<file path="src/rtl/reaction_timer_n_if.sv">
// Reaction timer bus: start/stop inputs and the count, display and status outputs.
interface reaction_timer_n_if #(
    parameter int unsigned DIGITS = 2
);
    logic                  w;
    logic                  Pushn;
    logic                  tick;
    logic                  LEDn;
    logic [4*DIGITS-1:0]   BCD;
    logic [7*DIGITS-1:0]   Digits;
    logic [4*DIGITS-1:0]   Best;
    logic                  Ovf;

    modport master (
        output w, Pushn,
        input  tick, LEDn, BCD, Digits, Best, Ovf
    );

    modport slave (
        input  w, Pushn,
        output tick, LEDn, BCD, Digits, Best, Ovf
    );
endinterface

</file>
<file path="src/rtl/reaction_timer_n.sv">
// Reaction timer: LED lights on start, a BCD counter advances once per divider
// tick until the stop button is pressed, and the count is shown on 7-seg digits.
// Optional best-time register enabled by defining REACTION_TIMER_N_BEST_TIME_EN.
module reaction_timer_n #(
    parameter int unsigned DIGITS   = 2,
    parameter int unsigned DIV_LOG2 = 3,
    parameter bit          SAT      = 1'b1
) (
    input  logic                Clock,
    input  logic                Reset,
    reaction_timer_n_if.slave   bus
);
    localparam int unsigned BCD_W = 4 * DIGITS;
    localparam int unsigned SEG_W = 7 * DIGITS;
    localparam logic [BCD_W-1:0] NINES = {DIGITS{4'h9}};

    typedef enum logic [1:0] {
        IDLE = 2'd0,
        RUN  = 2'd1,
        HOLD = 2'd2
    } state_t;

    state_t              state;
    logic [DIV_LOG2-1:0] div_q;
    logic [BCD_W-1:0]    bcd_q;
    logic                ovf_q;
    logic                led_n_q;

    logic                tick_c;
    logic                start_c;
    logic [BCD_W-1:0]    bcd_inc_c;
    logic                all_nines_c;
    logic                carry_c;
    logic [SEG_W-1:0]    digits_c;

    assign tick_c  = &div_q;
    assign start_c = bus.w & bus.Pushn;

    // Segment pattern a..g (MSB = a) for one BCD digit; non-BCD codes blank.
    function automatic logic [6:0] seg7(input logic [3:0] d);
        logic [6:0] s;
        case (d)
            4'd0:    s = 7'b1111110;
            4'd1:    s = 7'b0110000;
            4'd2:    s = 7'b1101101;
            4'd3:    s = 7'b1111001;
            4'd4:    s = 7'b0110011;
            4'd5:    s = 7'b1011011;
            4'd6:    s = 7'b1011111;
            4'd7:    s = 7'b1110000;
            4'd8:    s = 7'b1111111;
            4'd9:    s = 7'b1111011;
            default: s = 7'b0000000;
        endcase
        return s;
    endfunction

    // Decimal ripple increment; a carry out of the top digit means all-9s.
    always_comb begin
        bcd_inc_c = bcd_q;
        carry_c   = 1'b1;
        for (int i = 0; i < int'(DIGITS); i++) begin
            if (carry_c) begin
                if (bcd_q[4*i +: 4] == 4'd9) begin
                    bcd_inc_c[4*i +: 4] = 4'd0;
                end else begin
                    bcd_inc_c[4*i +: 4] = bcd_q[4*i +: 4] + 4'd1;
                    carry_c             = 1'b0;
                end
            end
        end
        all_nines_c = carry_c;
    end

    // Control FSM with divider, counter, overflow flag and LED as registered outputs.
    always_ff @(posedge Clock) begin
        if (Reset) begin
            state   <= IDLE;
            div_q   <= '0;
            bcd_q   <= '0;
            ovf_q   <= 1'b0;
            led_n_q <= 1'b1;
        end else begin
            div_q <= div_q + DIV_LOG2'(1);
            case (state)
                IDLE, HOLD: begin
                    if (start_c) begin
                        state   <= RUN;
                        led_n_q <= 1'b0;
                        bcd_q   <= '0;
                        ovf_q   <= 1'b0;
                        div_q   <= '0;
                    end
                end
                RUN: begin
                    // Stop wins over a coincident tick so the shown time is frozen as-is.
                    if (!bus.Pushn) begin
                        state   <= HOLD;
                        led_n_q <= 1'b1;
                    end else if (tick_c) begin
                        if (all_nines_c) begin
                            ovf_q <= 1'b1;
                            bcd_q <= SAT ? NINES : '0;
                        end else begin
                            bcd_q <= bcd_inc_c;
                        end
                    end
                end
                default: begin
                    state   <= IDLE;
                    led_n_q <= 1'b1;
                end
            endcase
        end
    end

`ifdef REACTION_TIMER_N_BEST_TIME_EN
    logic [BCD_W-1:0] best_q;

    // Packed BCD orders like binary, so a plain compare finds the smaller time.
    always_ff @(posedge Clock) begin
        if (Reset) begin
            best_q <= NINES;
        end else if ((state == RUN) && !bus.Pushn && !ovf_q && (bcd_q < best_q)) begin
            best_q <= bcd_q;
        end
    end

    assign bus.Best = best_q;
`else
    assign bus.Best = NINES;
`endif

    // Seven-segment decode of every digit of the live count.
    always_comb begin
        digits_c = '0;
        for (int i = 0; i < int'(DIGITS); i++) begin
            digits_c[7*i +: 7] = seg7(bcd_q[4*i +: 4]);
        end
    end

    assign bus.tick   = tick_c;
    assign bus.LEDn   = led_n_q;
    assign bus.BCD    = bcd_q;
    assign bus.Ovf    = ovf_q;
    assign bus.Digits = digits_c;

endmodule
</file>
<file path="src/flat_wrapper.sv">
// flat-port wrapper written by rule: the top's interface ports become plain ports
module reaction_timer_n_flat 
#(
    parameter int unsigned DIGITS   = 2,
    parameter int unsigned DIV_LOG2 = 3,
    parameter bit          SAT      = 1'b1
)
  (Clock, Reset, bus_w, bus_Pushn, bus_tick, bus_LEDn, bus_BCD, bus_Digits, bus_Best, bus_Ovf);
  reaction_timer_n_if #(.DIGITS(DIGITS)) bus_i ();
  input  logic Clock;
  input  logic Reset;
  input wire logic [$bits(bus_i.w)-1:0] bus_w;
  input wire logic [$bits(bus_i.Pushn)-1:0] bus_Pushn;
  output wire logic [$bits(bus_i.tick)-1:0] bus_tick;
  output wire logic [$bits(bus_i.LEDn)-1:0] bus_LEDn;
  output wire logic [$bits(bus_i.BCD)-1:0] bus_BCD;
  output wire logic [$bits(bus_i.Digits)-1:0] bus_Digits;
  output wire logic [$bits(bus_i.Best)-1:0] bus_Best;
  output wire logic [$bits(bus_i.Ovf)-1:0] bus_Ovf;
  assign bus_i.w = bus_w;
  assign bus_i.Pushn = bus_Pushn;
  assign bus_tick = bus_i.tick;
  assign bus_LEDn = bus_i.LEDn;
  assign bus_BCD = bus_i.BCD;
  assign bus_Digits = bus_i.Digits;
  assign bus_Best = bus_i.Best;
  assign bus_Ovf = bus_i.Ovf;
  reaction_timer_n #(.DIGITS(DIGITS), .DIV_LOG2(DIV_LOG2), .SAT(SAT)) u_core (.Clock(Clock), .Reset(Reset), .bus(bus_i));
endmodule
</file>
<file path="config.mk">
export PLATFORM = sky130hd
export DESIGN_NAME = reaction_timer_n_flat
export DESIGN_NICKNAME = d
export VERILOG_FILES = /design/src/rtl/reaction_timer_n_if.sv /design/src/rtl/reaction_timer_n.sv /design/src/flat_wrapper.sv
export SDC_FILE = /design/constraint.sdc
export NUM_CORES = 1
export LEC_CHECK = 0
export CORE_ASPECT_RATIO = 1.2
export CORE_MARGIN = 2
export CORE_UTILIZATION = 35
export CTS_CLUSTER_DIAMETER = 150
export DETAILED_ROUTE_END_ITERATION = 10
export GPL_ROUTABILITY_DRIVEN = 0
export MAX_ROUTING_LAYER = met4
export PLACE_DENSITY_LB_ADDON = 0.08
export SYNTH_ARGS = -nofsm -noshare
export SYNTH_HDL_FRONTEND = slang
export SYNTH_SLANG_ARGS = --single-unit
</file>
<file path="constraint.sdc">
create_clock -name Clock -period 3.8 [get_ports Clock]
set_input_delay 0.76 -clock Clock [delete_from_list [all_inputs] [get_ports Clock]]
set_output_delay 0.76 -clock Clock [all_outputs]
set_load 0.1 [all_outputs]
</file>
== Word-level counts from Yosys, hierarchy flattened ==
Memories as Yosys holds them, arrays and structs flattened. A register that Yosys moved wholly into a read port is not among the register bits.
Cells that the tools add are included.

* Add/sub/neg operators: 3
* Eq/ne operators: 10
* Muxes and demuxes: 27
* Bitwise operators: 1
* Reductions and logical operators: 8

{| class="wikitable"
|+ Operators by type and width
! cell !! number
|-
| $mux W8 || 4
|-
| $mux W4 || 7
|-
| $pmux W8 S2 || 1
|-
| $reduce_and A5 Y1 || 2
|-
| $add A4 B1 Y4 const B || 2
|-
| $eq A4 B4 Y1 const B || 2
|-
| $mux W1 || 8
|-
| $mux W3 || 2
|-
| $ne A2 B2 Y1 const B || 3
|-
| $mux W2 || 2
|-
| $ne A2 B1 Y1 const B || 2
|-
| $pmux W1 S2 || 2
|-
| $pmux W2 S2 || 1
|-
| $reduce_and A4 Y1 || 1
|-
| $add A3 B1 Y3 const B || 1
|-
| $ne A3 B1 Y1 const B || 1
|-
| $reduce_and A3 Y1 || 1
|-
| $eq A2 B1 Y1 const B || 1
|-
| $eq A2 B2 Y1 const B || 1
|-
| $logic_not A2 Y1 || 1
|-
| $reduce_and A2 Y1 || 1
|-
| $reduce_bool A2 Y1 || 1
|-
| $reduce_or A2 Y1 || 1
|-
| $and A1 B1 Y1 || 1
|}

* Register bits: 15
* Bits in read-only memories: 224
* Bits of input ports: 4
* Output and inout port bits: 33
* Word-level logic and storage cells: 57
* Memories: 2

{| class="wikitable"
|+ Memories
! memory !! depth !! bits a word !! read ports !! clocked after memory_dff !! wr ports !! RTL line !! source
|-
| (name not given) || 16 || 7 || 1 || 1 || 0 || reaction_timer_n.sv:42 || <nowiki>case (d)</nowiki>
|-
| (name not given) || 16 || 7 || 1 || 1 || 0 || reaction_timer_n.sv:42 ||
|}

== Logic depth before layout (Yosys ltp) ==
Gate-level depths: netlist (run 1).

* Depth after elaboration: 9
* Depth in mapped cells: 11
* Gate-level depth less buffers: 11

== Least setup slack after synthesis (run 1) ==
Ideal clock, no wire load.

* Path type: reg-to-reg
* Start: register u_core.div_q[0]
* End: register u_core.bus.Digits[10] (netlist name)
* Library setup time: 0.072 ns
* Arrival time: 3.045 ns
* Data required time: 3.728 ns
* Path slack: 0.683 ns
* Cell stages (with the launch flop): 11
* Path buffers: 0
* Clock period less this slack: 3.117 ns
* Cell sequence: dfxtp_1 -> ha_1 -> ha_1 -> nand4b_1 -> nor4_1 -> a21oi_1 -> nor2_1 -> inv_1 -> ha_1 -> mux2_2 -> mux2i_1

* Word-level cells in the longest chain between the ends: 5

{| class="wikitable"
|+ RTL lines
! item !! RTL line !! source
|-
| start, declared || reaction_timer_n.sv:24 || <nowiki>logic [DIV_LOG2-1:0] div_q;</nowiki>
|-
| start signal, assigned || reaction_timer_n.sv:84 || <nowiki>div_q <= div_q + DIV_LOG2'(1);</nowiki>
|-
| $reduce_and A3 Y1 || reaction_timer_n.sv:36 || <nowiki>assign tick_c = &div_q;</nowiki>
|-
| via bus_tick || flat_wrapper.sv:14 || <nowiki>output wire logic [$bits(bus_i.tick)-1:0] bus_tick;</nowiki>
|-
| $ne A2 B2 Y1 (no line) || - ||
|-
| $reduce_and A5 Y1 (no line) || - ||
|-
| $mux W4 (no line) (2 in a row) || - ||
|}

The timed path passes the listed nets, and every way through them passes these cells.
A chain may end at the register's enable or synchronous reset.

== Worst setup path after layout (run 1) ==
* Start: input bus_Pushn
* End: register u_core.bus.Digits[10] (netlist name)

* Word-level cells in the longest chain between the ends: 5

{| class="wikitable"
|+ RTL lines
! item !! RTL line !! source
|-
| start, declared || flat_wrapper.sv:13 || <nowiki>input wire logic [$bits(bus_i.Pushn)-1:0] bus_Pushn;</nowiki>
|-
| $and A1 B1 Y1 || reaction_timer_n.sv:37 || <nowiki>assign start_c = bus.w & bus.Pushn;</nowiki>
|-
| $ne A2 B1 Y1 (no line) || - ||
|-
| $reduce_and A5 Y1 (no line) (*) || - ||
|-
| $mux W4 (no line) (*) (2 in a row) || - ||
|}

Every way passes the cells marked *; elsewhere a longest branch is shown, timed or not.

==> summary by stage, run 1 <==
Cells and area
The final-stage net count is 233. The share of cells above drive strength 1 is 13.2%. The area growth from synthesis to layout is 24.4%.

Once layout is complete, the cells apart from fillers number 270. The number of antenna diodes in the final layout is 0. The filler cells instantiated in the layout total 443.

STA
After layout, the worst path uses 82.6% of the clock period. The final hold violation count is 0. The number of setup violations in the final report is 0. The final critical-path required period is 3140 ps. Setup repair after global routing left no endpoint under its margin. The number of max-slew violations in the final report was 0. Setup total negative slack on the finished layout was measured at 0 ps. The transition time at the pin with the least slew margin is 991 ps.

The normalized max-slew margin is 33.7%. On the final layout, the worst hold slack is 423 ps. The post-route clock skew is 4.55 ps.

The highest clock rate is 319 MHz.

Floorplanning
After floorplanning, the core was sized to cover 4630 sq um. The number of core rows is 27. The die is 80.5 um tall.

The die covers 5450 sq um. The die width is 67.7 um. The initial utilization of the core area, before any placement, comes to 36.8%. The number of top-level pins is 37.

Worst setup path
The critical path required time is 4010 ps. At the worst endpoint, the arrival time is 3340 ps. The kind of critical path is input port to flop. The largest driver fanout on the critical path is 11.

The source of the worst register-to-register timing path is u_core.div_q[0]. STA classifies the critical path startpoint as an input port. The flop-to-flop setup slack is 1130 ps. The capturing element type of the critical path is a flop. The endpoint identified for the worst register-to-register timing path is u_core.bus.Digits[10]. The number of cells on the worst reg-to-reg path is 10.

Global routing
The initial antenna violation count is 0. Global routing finished with a remaining overflow of 0. Entering global routing, the biggest net connects 15 pins. The via count of the first global-routing pass was 1331.

The first-pass GRT wire length is 6.23 mm. For this run, the total global-route usage over all layers was measured as 15.6%.

Outcome
The flow ran to the end, and the final reports show no timing, DRC or antenna violations.

Clock tree
The tree is rooted in a sky130_fd_sc_hd__clkbuf_8. The clock tree from TritonCTS is built. The H-tree generated during clock tree synthesis spans 2 levels. The number of gates resized after cts is 0. The CTS sink count is 29. Clock-pin slew was measured on the worst setup and hold paths at 70 ps. Counting the buffers created by CTS gives 5.

The number of hold buffers added after cts is 0. The largest buffer count on any clock path is 2. The latest clock arrival within the worst-skew pair is 280 ps. The number of setup buffers added after CTS is 0.

Power and ir drop
The internal power of the cells totals 0.581 mW. Summing internal, switching and leakage power gives 0.763 mW. The power density of the placed cells is 360 nW/um^2.

The clock network is responsible for 50.1% of the overall power. The switching fraction of total power is 24.0%. In this run the power spent charging and discharging nets is 0.183 mW.

Per report_power, the combinational group accounts for 9.1% of the total. In this run, flip-flops and latches consume 40.8% of the power. The maximum VDD drop is 189 uV. The static leakage is 0.914 nW.

Synth
The share of the Yosys chip area taken by registers is 34.0%. The Yosys warning count is 0. In this run, synthesis produced a sequential element count of 29. The number of enable flip-flop cells after synthesis is 0.

The synthesized instance count is 183. The mapped cell area is 1710 sq um. In the post-synthesis netlist, the biggest area contributors are sky130_fd_sc_hd__dfxtp_1, sky130_fd_sc_hd__ha_1, sky130_fd_sc_hd__mux2i_1. The dominant cell type by area after synthesis is sky130_fd_sc_hd__dfxtp_1. Each instance of the synthesized netlist takes up on average 9.32 sq um. The synthesized netlist contains 52 unique library cells. After synthesis, the largest area contributor takes up 34.0% of total cell area. The primary flip-flop cell chosen by synthesis mapping is sky130_fd_sc_hd__dfxtp_1. The async set or reset register ratio after synthesis is 0%.

Routing
Using the TritonRoute via totals, the vias-per-cell ratio works out to 5.36. The number of design-rule violations left by the first detailed-router iteration is 102. The total iterations of the first detailed-routing run is 4.

The DRC violation count after routing is 0. The total wirelength of the detailed-routed design is 3.81 mm. The average wire length per cell after detail routing is 14.1 um.

The number of routed nets with antenna violations is 0. The count of vias placed by the detailed router is 1448.

Min path
The path class of the tightest hold or removal check is flop to flop. The startpoint identified for the worst hold timing path is u_core.div_q[0]. The path with the worst hold slack has its endpoint at u_core.div_q[0].

The cell count of the worst hold path is 1.

Place
The total instance count after detailed placement is 262. The number of buffers inserted by port buffering is 28. Summed over all nets, the half-perimeter wirelength after detailed placement is 2.81 mm.

Flow run
Across the run, the number of max-cap violations was 0.
==> critical path: stages <==
cell                              delay, ps
sky130_fd_sc_hd__clkdlybuf4s50_1        670
sky130_fd_sc_hd__nand4b_1               330
sky130_fd_sc_hd__nor4_1                 340
sky130_fd_sc_hd__a21oi_1                140
sky130_fd_sc_hd__nor2_1                 250
sky130_fd_sc_hd__inv_1                  130
sky130_fd_sc_hd__ha_1                   310
sky130_fd_sc_hd__mux2_2                 270
sky130_fd_sc_hd__mux2i_1                130
==> metal layers <==
layer / global-route usage, % / wire (um) / vias up
li1: - / - / 694
met1: 18.4 / 1670 / 712
met2: 26.1 / 1940 / 37
met3: 3.36 / 167 / 5
met4: 4.90 / 38 / 0
met5: - / 0 / -
==> metrics by stage <==
stage | instance area, sq um | setup WS, ps | utilization (%)
2_1_floorplan | 1730 | 683 | -
3_3_place_gp | 1990 | 558 | 43.0
3_5_place_dp | 1990 | 405 | 43.0
4_1_cts | 2120 | 701 | 45.9
5_1_grt | 2120 | 371 | 45.9
6_report | 2120 | 662 | 45.9
==> area by class of cell <==
| class | count | area (sq um) | area share [%] |
|---|---|---|---|
| Clock buffer | 5 | 68.8 | 3.24 |
| Clock inverter | 3 | 65.1 | 3.07 |
| Inverter | 15 | 56.3 | 2.65 |
| Multi-Input combinational cell | 132 | 1000 | 47.2 |
| Sequential cell | 29 | 581 | 27.4 |
| Tap cell | 58 | 72.6 | 3.42 |
| Timing Repair Buffer | 28 | 278 | 13.1 |
==> worst max-delay path by stage <==
stage / start / to / slack, ps / cells past startpoint
2_1_floorplan: u_core.div_q[0] / u_core.bus.Digits[10] / 680 / 10
3_3_place_gp: bus_Pushn / u_core.bus.Digits[10] / 560 / 9
3_5_place_dp: bus_Pushn / u_core.bus.Digits[10] / 410 / 9
4_1_cts: bus_Pushn / u_core.bus.Digits[10] / 700 / 9
5_1_grt: bus_Pushn / u_core.bus.Digits[10] / 370 / 9
6_report: bus_Pushn / u_core.bus.Digits[10] / 660 / 9
==> state kept, by name (all words and copies together), names as in the netlist <==
| name | flops |
|---|---|
| u_core.div_q | 3 |
| u_core.bus.LEDn | 1 |
| u_core.state | 2 |
| u_core.bus.Ovf | 1 |
| u_core.bus.BCD | 8 |
| u_core.bus.Digits | 14 |
==> synthesized netlist by cell type, types with 2 or more instances <==
library cell and n:
sky130_fd_sc_hd__a211oi_1 2, sky130_fd_sc_hd__a21oi_1 13, sky130_fd_sc_hd__a31oi_1 4, sky130_fd_sc_hd__and3_1 3, sky130_fd_sc_hd__and3b_2 2, sky130_fd_sc_hd__and4b_2 2, sky130_fd_sc_hd__buf_2 3, sky130_fd_sc_hd__buf_4 8
sky130_fd_sc_hd__conb_1 2, sky130_fd_sc_hd__dfxtp_1 29, sky130_fd_sc_hd__ha_1 18, sky130_fd_sc_hd__inv_1 14, sky130_fd_sc_hd__mux2_2 4, sky130_fd_sc_hd__mux2i_1 7, sky130_fd_sc_hd__nand2_1 6, sky130_fd_sc_hd__nand3_1 5
sky130_fd_sc_hd__nand3b_1 3, sky130_fd_sc_hd__nor2_1 11, sky130_fd_sc_hd__nor2b_1 2, sky130_fd_sc_hd__o211a_1 2, sky130_fd_sc_hd__o211ai_1 4, sky130_fd_sc_hd__o21ai_0 7, sky130_fd_sc_hd__o21ai_1 2, sky130_fd_sc_hd__o221a_2 2
==> cells by family (layout without fill, tap and decap cells) <==
| group | Yosys count | after routing | share of synthesized area [%] |
|---|---|---|---|
| AOI/OAI and AO/OA | 47 | 47 | 19.6 |
| muxes | 11 | 11 | 6.75 |
| DFF | 29 | 29 | 34.0 |
| adders and majority gates | 18 | 18 | 13.2 |
| other | 2 | 8 | 0.440 |
| and+or+nand+nor | 48 | 48 | 17.4 |
| buffers and inverters | 28 | 51 | 8.58 |
==> placed cells by master (no fill, tap or decap), drive strengths merged, types with 6 or more instances in the layout <==
master         count
a21oi             13
clkdlybuf4s50     27
conb               8
dfxtp             29
ha                18
inv               15
mux2i              7
nand2              6
nor2              11
o21ai              9
==> power groups by stage <==
stage	clock network, mW	logic (mW)	registers [mW]
finish	0.383	0.0697	0.311
global route	0.408	0.0732	0.312
CTS	0.391	0.0695	0.311
detailed placement	0	0.0694	0.318
global placement	0	0.0688	0.318
floorplan	0	0.0592	0.324
No activity file was read; power rests on OpenSTA's default activity.
==> run 2: changes to the inputs <==
==> constraint.sdc (replaced) <==
create_clock -name Clock -period 2.6 [get_ports Clock]
set_input_delay 0.52 -clock Clock [delete_from_list [all_inputs] [get_ports Clock]]
set_output_delay 0.52 -clock Clock [all_outputs]
set_load 0.1 [all_outputs]
==> run 2 against run 1 <==
Net effect: hold slack got worse by 1.7 ps; first-iteration DRC count fell by 6.9%; non-clock buffer count rose by 27; critical path type is now flop to flop; critical endpoint is now u_core.bus.Digits[6]; largest cell class unchanged; largest power group is now sequential cells; highest routed layer unchanged.
==> summary by stage, run 2 (synthesis results as in run 1) <==
Outcome
The run finished with clean final reports.

Routing
The total wirelength of the detailed-routed design is 3.86 mm. After detailed routing, the number of remaining DRC violations is 0. The vias per cell is 4.99. The final route contains 1483 vias. The average wire length per cell after detail routing is 13.0 um. The number of routed nets with antenna violations is 0. The first TritonRoute pass finished after 5 iterations. The number of design-rule violations left by the first detailed-router iteration is 95.

Cells and area
The library cell used most frequently in the layout, excluding fill and tap cells, is sky130_fd_sc_hd__buf_4. Leaving out fill and tap cells, the most frequent cells in the layout are sky130_fd_sc_hd__buf_4, sky130_fd_sc_hd__dfxtp_1, sky130_fd_sc_hd__ha_1. The share of cells above drive strength 1 is 36.8%.

The number of fill cells in the layout is 453. The area growth from synthesis to layout is 32.4%. The register with the most flip-flops in the layout has 14 of them. The multi-input combinational cells in the finished layout cover a total of 1020 sq um.

For this run, the post-layout net count is 260. The final antenna diode count is 0. Across the whole layout, storage elements account for 589 sq um. The share of the core filled with cells is 48.8%.

STA
Dividing the final minimum period by the clock period gives 92.8%. For this run, the top clock speed supported by timing is 415 MHz. The final critical-path required period is 2410 ps. Setup violations remaining at the end of the flow were counted as 0. The final hold violation count is 0. For the final database, setup skew stands at 6.16 ps.

The number of max-slew violations in the final report was 0. The sum of negative setup slack is 0 ps.

Global routing
For this run the aggregate overflow at the end of global routing stands at 0. The first global-routing pass estimated 6.18 mm of wire. The via count of the first global-routing pass came to 1404.

Global routing used 15.6% of the available tracks across all layers. The initial antenna violation count is 0. Entering global routing, the biggest net connects 14 pins.

Clock tree
In this run, CTS created clock tree buffers numbering 5. The clock-pin slew of the registers on the worst-case setup and hold paths is 60 ps. The tree is rooted in a sky130_fd_sc_hd__clkbuf_8. The CTS sink count is 29.

The clock tree from TritonCTS is built. The number of levels the H-tree was split into is 2. Buffers inserted to repair hold after CTS numbered 0. The largest buffer count on any clock path is 2. Clock latency on the worst-skew pair, taken at its later pin, is 280 ps.

Place
The estimated wirelength of the detail-placed design is 2.97 mm. The number of buffers inserted by port buffering is 28.

Worst setup path
STA classifies the critical path endpoint as a flop. The critical path required time is 2810 ps. By startpoint and endpoint, the worst setup path is classified as flop to flop.

The count of cells along the worst register-to-register path is 10. The critical path goes through ha_1, ha_4, and4b_2, nor2_1, o21ai_0, a21oi_2, inv_1, ha_1, mux2_2, o21ai_1. The largest driver fanout on the critical path is 5. On the worst path, the slowest cell contributes a delay of 310 ps. The startpoint kind of the worst setup timing path is a flop. By instance count, the cell type seen most on the critical path is sky130_fd_sc_hd__ha_1.

The library cell contributing the largest single delay on the critical path is sky130_fd_sc_hd__dfxtp_1. The arrival time reported for the critical path endpoint is 2630 ps.

Floorplanning
In this run the standard cell core region covers 4630 sq um. 37 I/O pins were placed. The starting density of the core is 36.8%. The floorplan step set the die width to 67.7 um. The number of core rows is 27. The die outline area is 5450 sq um.

In this run the vertical extent of the chip is 80.5 um.

Flow run
The tool flagged a number of max-cap violations equal to 0.

Min path
The path class of the tightest hold or removal check is flop to flop. The cell count of the worst hold path is 1.

Power and ir drop
In this run, the combinational gates consume 11.2% of the power. Power spread over the standard cell area amounts to 432 nW/um^2. Per report_power, the sequential group accounts for 46.7% of the total.

The switching fraction of total power is 26.9%. The total power is 0.976 mW. Summed over all cells, the static leakage comes to 1.05 nW.

The internal power consumption is 0.713 mW. The net switching power figure is 0.263 mW. The clock network accounts for 42.1% of the total power. IR analysis of the VDD net gives a maximum drop of 240 uV.
[run 2: final timing paths]
path | from | endpoint | slack, ps
min reg2reg | u_core.div_q[0] | u_core.div_q[0] | 420
max reg2reg | u_core.div_q[0] | u_core.bus.Digits[6] | 190
max | u_core.div_q[0] | u_core.bus.Digits[6] | 190
min | u_core.div_q[0] | u_core.div_q[0] | 420
[run 2: routing by layer]
layer  GRT usage (%)  share of wire [%]  vias to the layer above
met4            4.90                1.2                        0
li1                -                  -                      754
met3            4.20                3.7                        6
met1            17.6                 44                      695
met5               -                  0                        -
met2            26.3                 51                       28
[run 2: cell type report]
class / count / share of cell area (%)
Multi-Input combinational cell: 132 / 45.1
Sequential cell: 29 / 26.1
Timing Repair Buffer: 55 / 18.6
Clock buffer: 7 / 4.27
Tap cell: 58 / 3.22
Inverter: 15 / 2.49
Clock inverter: 1 / 0.222
[run 2: through the flow]
step	instances	cell area [sq um]	worst slack [ps]	hold WS (ps)
after floorplan	189	1750	47.0	398
after global placement	288	2140	-66.2	417
after detailed placement	288	2140	-163	419
after CTS	296	2250	73.4	428
after global routing	297	2260	-22.6	441
final	297	2260	188	422
[run 2: repair_timing]
| action | CTS | global route |
|---|---|---|
| setup buffers | 0 | 1 |
| resized for setup | 0 | 1 |
| setup endpoints to repair | 0 | 5 |
[run 2: worst max-delay path, delay by kind of cell, from the launching register on]
kind,cells,cell delay (ps)
flip-flops,1,310
AO/OA/AOI/OAI,3,560
AND/OR/NAND/NOR,2,460
multiplexers,1,260
adder cells (fa/ha/maj),3,620
buffers and inverters,1,140
[run 2: power by group through the flow]
stage | clock, mW | sequential [mW] | combinational (mW)
6_report | 0.411 | 0.456 | 0.109
2_1_floorplan | 0 | 0.474 | 0.0871
3_5_place_dp | 0 | 0.465 | 0.109
3_3_place_gp | 0 | 0.465 | 0.108
5_1_grt | 0.453 | 0.456 | 0.115
4_1_cts | 0.430 | 0.455 | 0.109
==> run 3: changes to the inputs <==
--- a/config.mk
+++ b/config.mk
@@ -5,9 +5,9 @@
 export SDC_FILE = /design/constraint.sdc
 export NUM_CORES = 1
 export LEC_CHECK = 0
-export CORE_ASPECT_RATIO = 1.2
+export CORE_ASPECT_RATIO = 2
 export CORE_MARGIN = 2
-export CORE_UTILIZATION = 35
+export CORE_UTILIZATION = 45
 export CTS_CLUSTER_DIAMETER = 150
 export DETAILED_ROUTE_END_ITERATION = 10
 export GPL_ROUTABILITY_DRIVEN = 0
==> run 3 against run 2 <==
Net effect: critical path depth down 1; via count up 1.9%; final cell count down 4.0%; sequential share of layout area up 0.46 points; utilization up 13 points; critical endpoint unchanged; largest power group unchanged; highest routed layer unchanged.
==> summary by stage, run 3 (synthesis results as in run 1) <==
Outcome
The run finished with clean final reports.

Floorplanning
The floorplan step defined a die boundary enclosing 4330 sq um. In this run the count of I/O pins placed on the die edge is 37. For this configuration, the core starts out at a cell density of 47.3%. The die is 91.1 um tall. The die width is 47.5 um. In this run the standard cell core region covers 3610 sq um. The number of core rows is 31.

STA
The final hold violation count was 0. Setup violations remaining at the end of the flow were counted as 0. Clock skew on the completed layout was measured at 4.32 ps. The minimum setup slack in the final design is 133 ps. Setup total negative slack on the finished layout was measured at 0 ps.

The number of max-slew violations in the final report came to 0. The final critical-path required period is 2470 ps. The highest clock rate is 405 MHz.

Setup repair after global routing left no endpoint under its margin. The portion of the clock cycle consumed by the worst path in the final layout is 94.9%.

Power and ir drop
In this run the static leakage power is 1.03 nW. The power density of the placed cells is 421 nW/um^2. The maximum VDD drop is 412 uV.

The total power is 0.934 mW.

Global routing
The first global-routing pass estimated 6.62 mm of wire. Entering global routing, the biggest net connects 14 pins. The via count of the first global-routing pass is 1527. The initial antenna violation count is 0. The total global routing overflow is 0. The global-route usage over all layers is 21.9%.

Clock tree
The number of hold buffers added after cts is 0. Clock-pin slew was measured on the worst setup and hold paths at 60 ps. The CTS sink count is 29. The latest clock arrival within the worst-skew pair is 270 ps. TritonCTS built the clock tree. The number of levels the H-tree was split into is 2. The CTS root buffer is sky130_fd_sc_hd__clkbuf_8. The number of buffers created by CTS is 5.

The largest buffer count on any clock path is 2.

Min path
The cell count of the worst hold path is 1. The worst-case hold path end point is u_core.div_q[0]. The path type of the worst min-delay path is flop to flop. The worst hold path begins at u_core.div_q[0].

Routing
The average wire length per cell after detail routing is 14.5 um. In the routed design, unresolved DRC markers number 0. The detailed-routed wire length on met2 is 2.48 mm.

The number of routed nets with antenna violations is 0. The number of design-rule violations left by the first detailed-router iteration is 41. The first TritonRoute pass finished after 4 iterations. In the final routing, the length of wire on met1 measures 1.40 mm.

The vias per cell is 5.30. Summing over every cut layer, the via total after detailed routing is 1511. The total wirelength of the detailed-routed design is 4.13 mm.

The highest layer touched by signal routing is met4. In the detailed route, the total length drawn on met3 is 127 um.

Worst setup path
In this run the critical register-to-register path is captured at u_core.bus.Digits[6]. In this run the critical register-to-register path is launched from u_core.div_q[0]. The startpoint kind of the worst setup timing path is an input port. The worst setup path is of the input port to flop kind. The count of cells along the worst register-to-register path is 10. Data on the critical path is required at its endpoint by 2800 ps. Across all register-to-register paths, the minimum setup slack is 160 ps. The capturing element type of the critical path is a flop.

The arrival time reported for the critical path endpoint is 2670 ps. In this run the worst path has a maximum fanout of 5.

Cells and area
Excluding fillers, the count of instances in the completed layout stands at 285. Cells with a size suffix above 1 make up 36.0% of the layout. The area growth from synthesis to layout is 30.1%. The most frequent standard cell in the layout excluding fill and tap cells is sky130_fd_sc_hd__buf_4. The final-stage net count is 258. The final antenna diode count is 0. The final non-filler cell area is 2220 sq um. The flip-flop count of the largest register after layout is 14. In the layout the commonest cells are sky130_fd_sc_hd__buf_4, sky130_fd_sc_hd__dfxtp_1, sky130_fd_sc_hd__ha_1.

Place
In this run the tool buffered the top-level ports with 28 buffer cells. Once detailed placement completed, the half-perimeter wirelength came to 3.40 mm. Before CTS, the worst setup slack after placement is -230 ps. The cell area reported after detailed placement is 2130 sq um. In this run, placement finished with an instance count of 278.

Flow run
Across the run, the number of max-cap violations was 0.
==> run 3: cell types whose count changed in the layout (fill, tap and decap cells not counted) <==
cell / before / now
sky130_fd_sc_hd__nor2_2: 0 / 1
sky130_fd_sc_hd__buf_4: 52 / 50
sky130_fd_sc_hd__clkbuf_8: 7 / 6
sky130_fd_sc_hd__clkbuf_1: 0 / 1
sky130_fd_sc_hd__nor2_1: 11 / 10
sky130_fd_sc_hd__clkinv_2: 1 / 0
==> run 3: how the worst max path moves through the flow <==
| stage | from | endpoint | slack (ps) | cells after the start |
|---|---|---|---|---|
| final | bus_Pushn | u_core.bus.Digits[6] | 130 | 9 |
| after CTS | bus_Pushn | u_core.bus.Digits[6] | 30 | 9 |
| after global placement | bus_Pushn | u_core.bus.Digits[6] | -200 | 9 |
| after detailed placement | bus_Pushn | u_core.bus.Digits[6] | -230 | 9 |
| after global routing | bus_Pushn | u_core.bus.Digits[10] | 4 | 9 |
| after floorplan | u_core.bus.BCD[1] | u_core.bus.Digits[10] | 50 | 10 |
==> run 3: power breakdown <==
group / switching, mW / internal [mW]
Clock: 0.155 / 0.209
Sequential: 0.00512 / 0.450
Combinational: 0.0879 / 0.0259
==> run 3: final cells by class <==
cell class	instances	area [sq um]
Multi-Input combinational cell	132	1020
Fill cell	332	1390
Timing Repair Buffer	53	405
Clock buffer	7	86.3
Inverter	15	56.3
Sequential cell	29	589
Tap cell	49	61.3
==> run 3: per-layer routing <==
metal  GRT usage (%)  up-vias
li1                -      750
met3            4.37       11
met4            13.7        0
met5               -        -
met1            18.2      710
met2            39.2       40
==> run 3: per-stage QoR <==
step,hold slack (ps),utilization [%]
final,433,61.5
after global routing,445,61.5
after CTS,430,61.3
after detailed placement,422,58.9
after global placement,410,58.9
after floorplan,398,-
==> run 3: what timing repair did <==
item,CTS,global route
buffers inserted,0,0
endpoints found under the hold margin,0,0
gates resized for setup,0,2
endpoints found under the setup margin,0,7
==> run 3: critical path: stages <==
cell,delay (ps)
sky130_fd_sc_hd__clkdlybuf4s50_1,470
sky130_fd_sc_hd__and4b_2,300
sky130_fd_sc_hd__nor2_2,190
sky130_fd_sc_hd__o21ai_0,180
sky130_fd_sc_hd__a21oi_2,280
sky130_fd_sc_hd__inv_1,130
sky130_fd_sc_hd__ha_1,200
sky130_fd_sc_hd__mux2_2,260
sky130_fd_sc_hd__o21ai_1,130
